### config.mk
export PLATFORM = sky130hd
export DESIGN_NAME = f1_sweep_ctrl
export DESIGN_NICKNAME = d
export VERILOG_FILES = /design/src/rtl/f1_pkg.sv /design/src/rtl/f1_golden_cmp.sv /design/src/rtl/f1_sweep_ctrl.sv
export SDC_FILE = /design/constraint.sdc
export NUM_CORES = 1
export LEC_CHECK = 0
export CAP_MARGIN = 25
export CORE_ASPECT_RATIO = 1.2
export CORE_UTILIZATION = 50
export CTS_BUF_LIST = sky130_fd_sc_hd__clkbuf_8
export CTS_CLUSTER_SIZE = 12
export DETAILED_ROUTE_END_ITERATION = 10
export PLACE_DENSITY_LB_ADDON = 0.05
export REMOVE_ABC_BUFFERS = 1
export SYNTH_ARGS = -nofsm -noshare
export SYNTH_HDL_FRONTEND = slang
export SYNTH_SLANG_ARGS = --single-unit
### constraint.sdc
create_clock -name clk -period 2.73 [get_ports clk]
set_clock_uncertainty 0.05 [all_clocks]
set_input_delay 0.273 -clock clk [delete_from_list [all_inputs] [get_ports clk]]
set_output_delay 0.273 -clock clk [all_outputs]
set_load 0.02 [all_outputs]
### src/rtl/f1_pkg.sv
// Shared types and constants for the f1 self-test sequencer.
//   state_e   : sequencer states
//   VEC_W     : width of the {a,b,c,d} input vector
//   F1_TRUTH  : golden truth table, bit i = f1(i)
//   SETTLE_W  : width of the settle-cycle down-counter
package f1_pkg;

    typedef enum logic [1:0] {
        IDLE,
        SETTLE,
        SAMPLE,
        DONE
    } state_e;

    localparam int unsigned  VEC_W    = 4;
    localparam logic [15:0]  F1_TRUTH = 16'hE2CE;
    localparam int unsigned  SETTLE_W = 8;

endpackage

### src/rtl/f1_golden_cmp.sv
// Combinational golden-model comparator for f1.
//   idx        : current vector {a,b,c,d}
//   o_and_or   : and-or implementation output
//   o_nand     : nand-only implementation output
//   o_nor      : nor-only implementation output
//   mis_*      : 1 when the matching implementation disagrees with f1(idx)
module f1_golden_cmp
    import f1_pkg::*;
(
    input  logic [VEC_W-1:0] idx,
    input  logic             o_and_or,
    input  logic             o_nand,
    input  logic             o_nor,
    output logic             mis_and_or,
    output logic             mis_nand,
    output logic             mis_nor
);

    logic golden;

    // 4-state inequality so an X/Z from an implementation reads as a failure.
    always_comb begin
        golden     = F1_TRUTH[idx];
        mis_and_or = (o_and_or !== golden);
        mis_nand   = (o_nand   !== golden);
        mis_nor    = (o_nor    !== golden);
    end

endmodule

### src/rtl/f1_sweep_ctrl.sv
// Self-test sequencer for the three f1 gate-level implementations.
// Sweeps {a,b,c,d} through all 16 vectors, holds each for SETTLE_CYCLES,
// samples on the following cycle and accumulates error results.
//   clk, rst_n          : clock (rising edge), async active-low reset
//   start, abort        : begin sweep (IDLE only) / cancel sweep
//   o_and_or/nand/nor   : outputs of the implementations under test
//   a, b, c, d          : driven vector, a is the MSB
//   busy, done          : sweep running / one-cycle completion pulse
//   pass                : last completed sweep had no mismatches
//   err_*               : sticky per-implementation error flags
//   mismatch_cnt        : saturating count of failing vectors
//   first_fail_vec/valid: index of the first failing vector
module f1_sweep_ctrl
    import f1_pkg::*;
#(
    parameter int unsigned SETTLE_CYCLES = 2,
    parameter int unsigned CNT_W         = 5
) (
    input  logic             clk,
    input  logic             rst_n,
    input  logic             start,
    input  logic             abort,
    input  logic             o_and_or,
    input  logic             o_nand,
    input  logic             o_nor,
    output logic             a,
    output logic             b,
    output logic             c,
    output logic             d,
    output logic             busy,
    output logic             done,
    output logic             pass,
    output logic             err_and_or,
    output logic             err_nand,
    output logic             err_nor,
    output logic [CNT_W-1:0] mismatch_cnt,
    output logic [VEC_W-1:0] first_fail_vec,
    output logic             first_fail_valid
);

    localparam logic [SETTLE_W-1:0] SETTLE_INIT = SETTLE_W'(SETTLE_CYCLES);
    localparam logic [CNT_W-1:0]    CNT_MAX     = '1;
    // With no settle time each vector goes straight to its sample cycle.
    localparam state_e VEC_ENTRY = (SETTLE_CYCLES == 0) ? SAMPLE : SETTLE;

    state_e              state_q;
    logic [VEC_W-1:0]    vec_q;
    logic [SETTLE_W-1:0] settle_cnt_q;
    logic                mis_and_or;
    logic                mis_nand;
    logic                mis_nor;
    logic                any_mis;

    assign {a, b, c, d} = vec_q;
    assign any_mis      = mis_and_or | mis_nand | mis_nor;

    f1_golden_cmp u_cmp (
        .idx        (vec_q),
        .o_and_or   (o_and_or),
        .o_nand     (o_nand),
        .o_nor      (o_nor),
        .mis_and_or (mis_and_or),
        .mis_nand   (mis_nand),
        .mis_nor    (mis_nor)
    );

    always_ff @(posedge clk or negedge rst_n) begin
        if (!rst_n) begin
            state_q          <= IDLE;
            vec_q            <= '0;
            settle_cnt_q     <= '0;
            busy             <= 1'b0;
            done             <= 1'b0;
            pass             <= 1'b0;
            err_and_or       <= 1'b0;
            err_nand         <= 1'b0;
            err_nor          <= 1'b0;
            mismatch_cnt     <= '0;
            first_fail_vec   <= '0;
            first_fail_valid <= 1'b0;
        end else begin
            unique case (state_q)
                IDLE: begin
                    if (start && !abort) begin
                        vec_q            <= '0;
                        settle_cnt_q     <= SETTLE_INIT;
                        err_and_or       <= 1'b0;
                        err_nand         <= 1'b0;
                        err_nor          <= 1'b0;
                        mismatch_cnt     <= '0;
                        first_fail_vec   <= '0;
                        first_fail_valid <= 1'b0;
                        pass             <= 1'b0;
                        busy             <= 1'b1;
                        state_q          <= VEC_ENTRY;
                    end
                end

                SETTLE: begin
                    if (abort) begin
                        busy    <= 1'b0;
                        done    <= 1'b0;
                        pass    <= 1'b0;
                        state_q <= IDLE;
                    end else begin
                        settle_cnt_q <= settle_cnt_q - SETTLE_W'(1);
                        if (settle_cnt_q <= SETTLE_W'(1)) begin
                            state_q <= SAMPLE;
                        end
                    end
                end

                SAMPLE: begin
                    if (abort) begin
                        busy    <= 1'b0;
                        done    <= 1'b0;
                        pass    <= 1'b0;
                        state_q <= IDLE;
                    end else begin
                        if (mis_and_or) err_and_or <= 1'b1;
                        if (mis_nand)   err_nand   <= 1'b1;
                        if (mis_nor)    err_nor    <= 1'b1;
                        // At most one count per vector, however many implementations fail.
                        if (any_mis) begin
                            if (mismatch_cnt != CNT_MAX) begin
                                mismatch_cnt <= mismatch_cnt + CNT_W'(1);
                            end
                            if (!first_fail_valid) begin
                                first_fail_vec   <= vec_q;
                                first_fail_valid <= 1'b1;
                            end
                        end
                        if (vec_q == '1) begin
                            busy    <= 1'b0;
                            done    <= 1'b1;
                            state_q <= DONE;
                        end else begin
                            vec_q        <= vec_q + VEC_W'(1);
                            settle_cnt_q <= SETTLE_INIT;
                            state_q      <= VEC_ENTRY;
                        end
                    end
                end

                DONE: begin
                    done <= 1'b0;
                    // The count saturates rather than wraps, so zero means no failures.
                    pass    <= (mismatch_cnt == '0);
                    state_q <= IDLE;
                end

                default: state_q <= IDLE;
            endcase
        end
    end

endmodule

==> metrics <==
routed wire length 4130 um; H-tree depth 2; sequential-to-total area share from yosys stat about 41%; RR Endpoint mismatch_cnt[3]$_DFFE_PN0P_; leading area contributor after synthesis dfrtp_1; Routed wire per std cell 15.5 um; # diodes 0; switching fraction of total power approximately two fifths; FF-to-FF setup slack between 0.5 and 0.6 ns; largest net degree at the start of global routing 31; final worst path period need 2.14 ns; Most Crowded Layer GR met2; Root Buffer clkbuf_8; Reg-to-Reg Start vec_q[1]$_DFFE_PN0P_; Die ar. just under 0.004 mm^2; Slowest-stage cell, CP dfrtp_1; DR pass1 iterations 7; Crit path required time between 2 and 3 ns; top cells by area, synth dfrtp_1 41%, ha_1 7.5%, a21oi_1 3.5%; TritonCTS clock tree done; XOR/XNOR Fraction of Synth Area under 10%; met3 Track Usage GR around 4.9%; post-synthesis simple-gate area fraction 16.8%; leakage ~0.94 nW; detailed placement HPWL ~3000 um; Worst Path Buf+Inv 1; Clock power frac between 15 and 20%; Clk pin slew, worst setup/hold paths 0.06 ns; most frequent cell after synthesis dfrtp_1; Clock Sinks 30; Comb power frac just over 50%; CP delay by family, top compound AO/OA/AOI/OAI gates; Synth top area share 40.9%; Die Span Y roughly 70 um; CTS Hold Buffers Added 0; Slew HR between 50 and 60%; setup bufs post-CTS 0; Max VDD drop between 0.0005 and 0.0006 V; I/O pin count 27; Pins Over Slew Limit 0; Synth top cells by count 30 x dfrtp_1, 16 x nor2_1, 14 x inv_1; ys flop type dfrtp_1; Hold Fails Final Rpt 0; global-route wire length before repair between 7000 and 8000 um; Worst setup EP type flop; Worst path depth 7; GRT overflow 0; Post-Synth Adder-Cell Area 7.50%; Synth Cell Area between 0.0015 and 0.002 mm^2; run status finished with violations; core area 0.00342 mm^2; NumNets Final around 250; critical-path cell list inv_1 > ha_1 > or3_4 > and3_4 > a211oi_4 > o21a_2 > a31oi_1; critical path type reg2reg; portion of netlist area occupied by mux cells 0.546%; slowest stage delay, CP about 0.45 ns; main combinational cell family by area after synthesis compound AO/OA/AOI/OAI gates; final setup fails 0; drc violations 2; Synth cell types 48; area added between synthesis and finish 21.5%; Min-Delay Path Class in2async; port buffer count 26; initial antenna violation count 0; Critical Path Fanout Max 7; RSZ-0062 raised after global routing no; fin util around 65%; Psw around 0.89 mW; Reg2Reg Depth 7; Worst Tran Pin Value 0.617 ns; Die X around 57 um; Compound-Gate Fraction of Synth Area about a quarter; starting density of the core about 54%; Worst Setup Start Kind flop; Yosys warning count 0; total track usage around a quarter; M2 GR Usage approximately 46%; DR vias/cell ~5.9; vias in the first global route approximately 1,600; Setup TNS 0 ns; Pwr per Cell Area approximately 960 mW/mm^2; met1 Use GR 25.5%; violated checks design-rule violations; Worst-Skew Late Latency about 0.28 ns; Seq pwr share 32.0%; Tcrit/Tclk final around four fifths; deepest clock path buffer count 2; layout cells sized above 1 between 10% and 20%; post-synthesis instance total slightly below 200; number of CTS-inserted buffers 5; Initial DRC Count 69; ys async rst share 100%; # rows 23; EDFF count, synth 0; post-CTS resize count 0; FF+latch count, synth 30; f_max approximately 470 MHz; DR vias between 1,500 and 2,000; max_cap viols 0; CP arrival 2.25 ns; GPL Wtd Cong 0.987; Antenna Nets Post-Route 0; Avg Inst Size Synth between 9 and 10 um^2; cell internal pwr between 1 and 1.5 mW
==> cells in the final DEF (no fill, tap or decap), types with 2 or more instances in the layout <==
| master | n |
|---|---|
| a211oi_1 | 2 |
| a21o_1 | 2 |
| a21oi_1 | 13 |
| a22oi_1 | 4 |
| a31oi_1 | 4 |
| and3_1 | 3 |
| buf_4 | 6 |
| clkbuf_8 | 6 |
| clkdlybuf4s50_1 | 26 |
| dfrtp_1 | 30 |
| ha_1 | 11 |
| inv_1 | 15 |
| nand2_1 | 13 |
| nand2b_1 | 5 |
| nand3_1 | 5 |
| nand4_1 | 4 |
| nor2_1 | 16 |
| nor2b_1 | 3 |
| nor3_1 | 2 |
| o21ai_0 | 13 |
| o21ai_1 | 10 |
| o31a_1 | 2 |
| o31ai_1 | 3 |
| o41ai_1 | 3 |
| xnor2_1 | 2 |
| xor2_1 | 2 |
==> logic make-up after synthesis <==
kind of cell | after synthesis
XOR/XNOR | 4
flip-flops | 30
adder cells (fa/ha/maj) | 11
AND/OR/NAND/NOR | 59
AO/OA/AOI/OAI | 69
buffers and inverters | 22
multiplexers | 1
==> layout make-up <==
cell class | count | area, um^2
clock buffer | 6 | 82.6
clock inverter | 2 | 8.76
fill | 304 | 1200
inverter | 15 | 56.3
multi-input combinational | 144 | 978
sequential | 30 | 751
tap | 37 | 46.3
timing repair buffer | 32 | 305
==> how the worst max path moves through the flow <==
stage | startpoint | end | slack [ns]
after floorplan | vec_q[1]$_DFFE_PN0P_ | mismatch_cnt[3]$_DFFE_PN0P_ | 0.63
after global placement | abort | settle_cnt_q[4]$_DFFE_PN0P_ | 0.58
after detailed placement | abort | settle_cnt_q[4]$_DFFE_PN0P_ | 0.53
after CTS | vec_q[1]$_DFFE_PN0P_ | mismatch_cnt[3]$_DFFE_PN0P_ | 0.60
after global routing | vec_q[1]$_DFFE_PN0P_ | first_fail_vec[0]$_DFFE_PN0P_ | 0.46
final | vec_q[1]$_DFFE_PN0P_ | mismatch_cnt[3]$_DFFE_PN0P_ | 0.59
==> metrics by stage <==
| stage | cells | hold slack, ns | setup slack (ns) | area [um^2] | power [mW] |
|---|---|---|---|---|---|
| final | 266 | 0.317 | 0.592 | 2230 | 2.13 |
| after detailed placement | 258 | 0.424 | 0.529 | 2140 | 1.76 |
| after CTS | 266 | 0.337 | 0.597 | 2230 | 2.14 |
| after global placement | 258 | 0.411 | 0.579 | 2140 | 1.73 |
| after global routing | 266 | 0.358 | 0.458 | 2230 | 2.30 |
| after floorplan | 189 | -0.0726 | 0.629 | 1790 | 1.38 |
==> flip-flops by register name, summed over array words and instances, names as in the netlist <==
register	cells
busy	1
first_fail_valid	1
first_fail_vec	4
pass	1
err_nor	1
vec_q	4
err_nand	1
settle_cnt_q	8
mismatch_cnt	5
done	1
err_and_or	1
state_q	2
==> power by group through the flow <==
| stage | Sequential [mW] | Combinational [mW] | Clock, mW |
|---|---|---|---|
| 2_1_floorplan | 0.745 | 0.632 | 0 |
| 3_3_place_gp | 0.680 | 1.05 | 0 |
| 3_5_place_dp | 0.688 | 1.07 | 0 |
| 4_1_cts | 0.681 | 1.09 | 0.371 |
| 5_1_grt | 0.700 | 1.21 | 0.388 |
| 6_report | 0.682 | 1.09 | 0.363 |
==> per-layer routing <==
| layer | routed length (um) | share of wire [%] |
|---|---|---|
| met1 | 1750 | 42 |
| met4 | 85 | 2.1 |
| met3 | 115 | 2.8 |
| met5 | 0 | 0 |
| met2 | 2190 | 53 |
No activity file was read; power rests on OpenSTA's default activity.
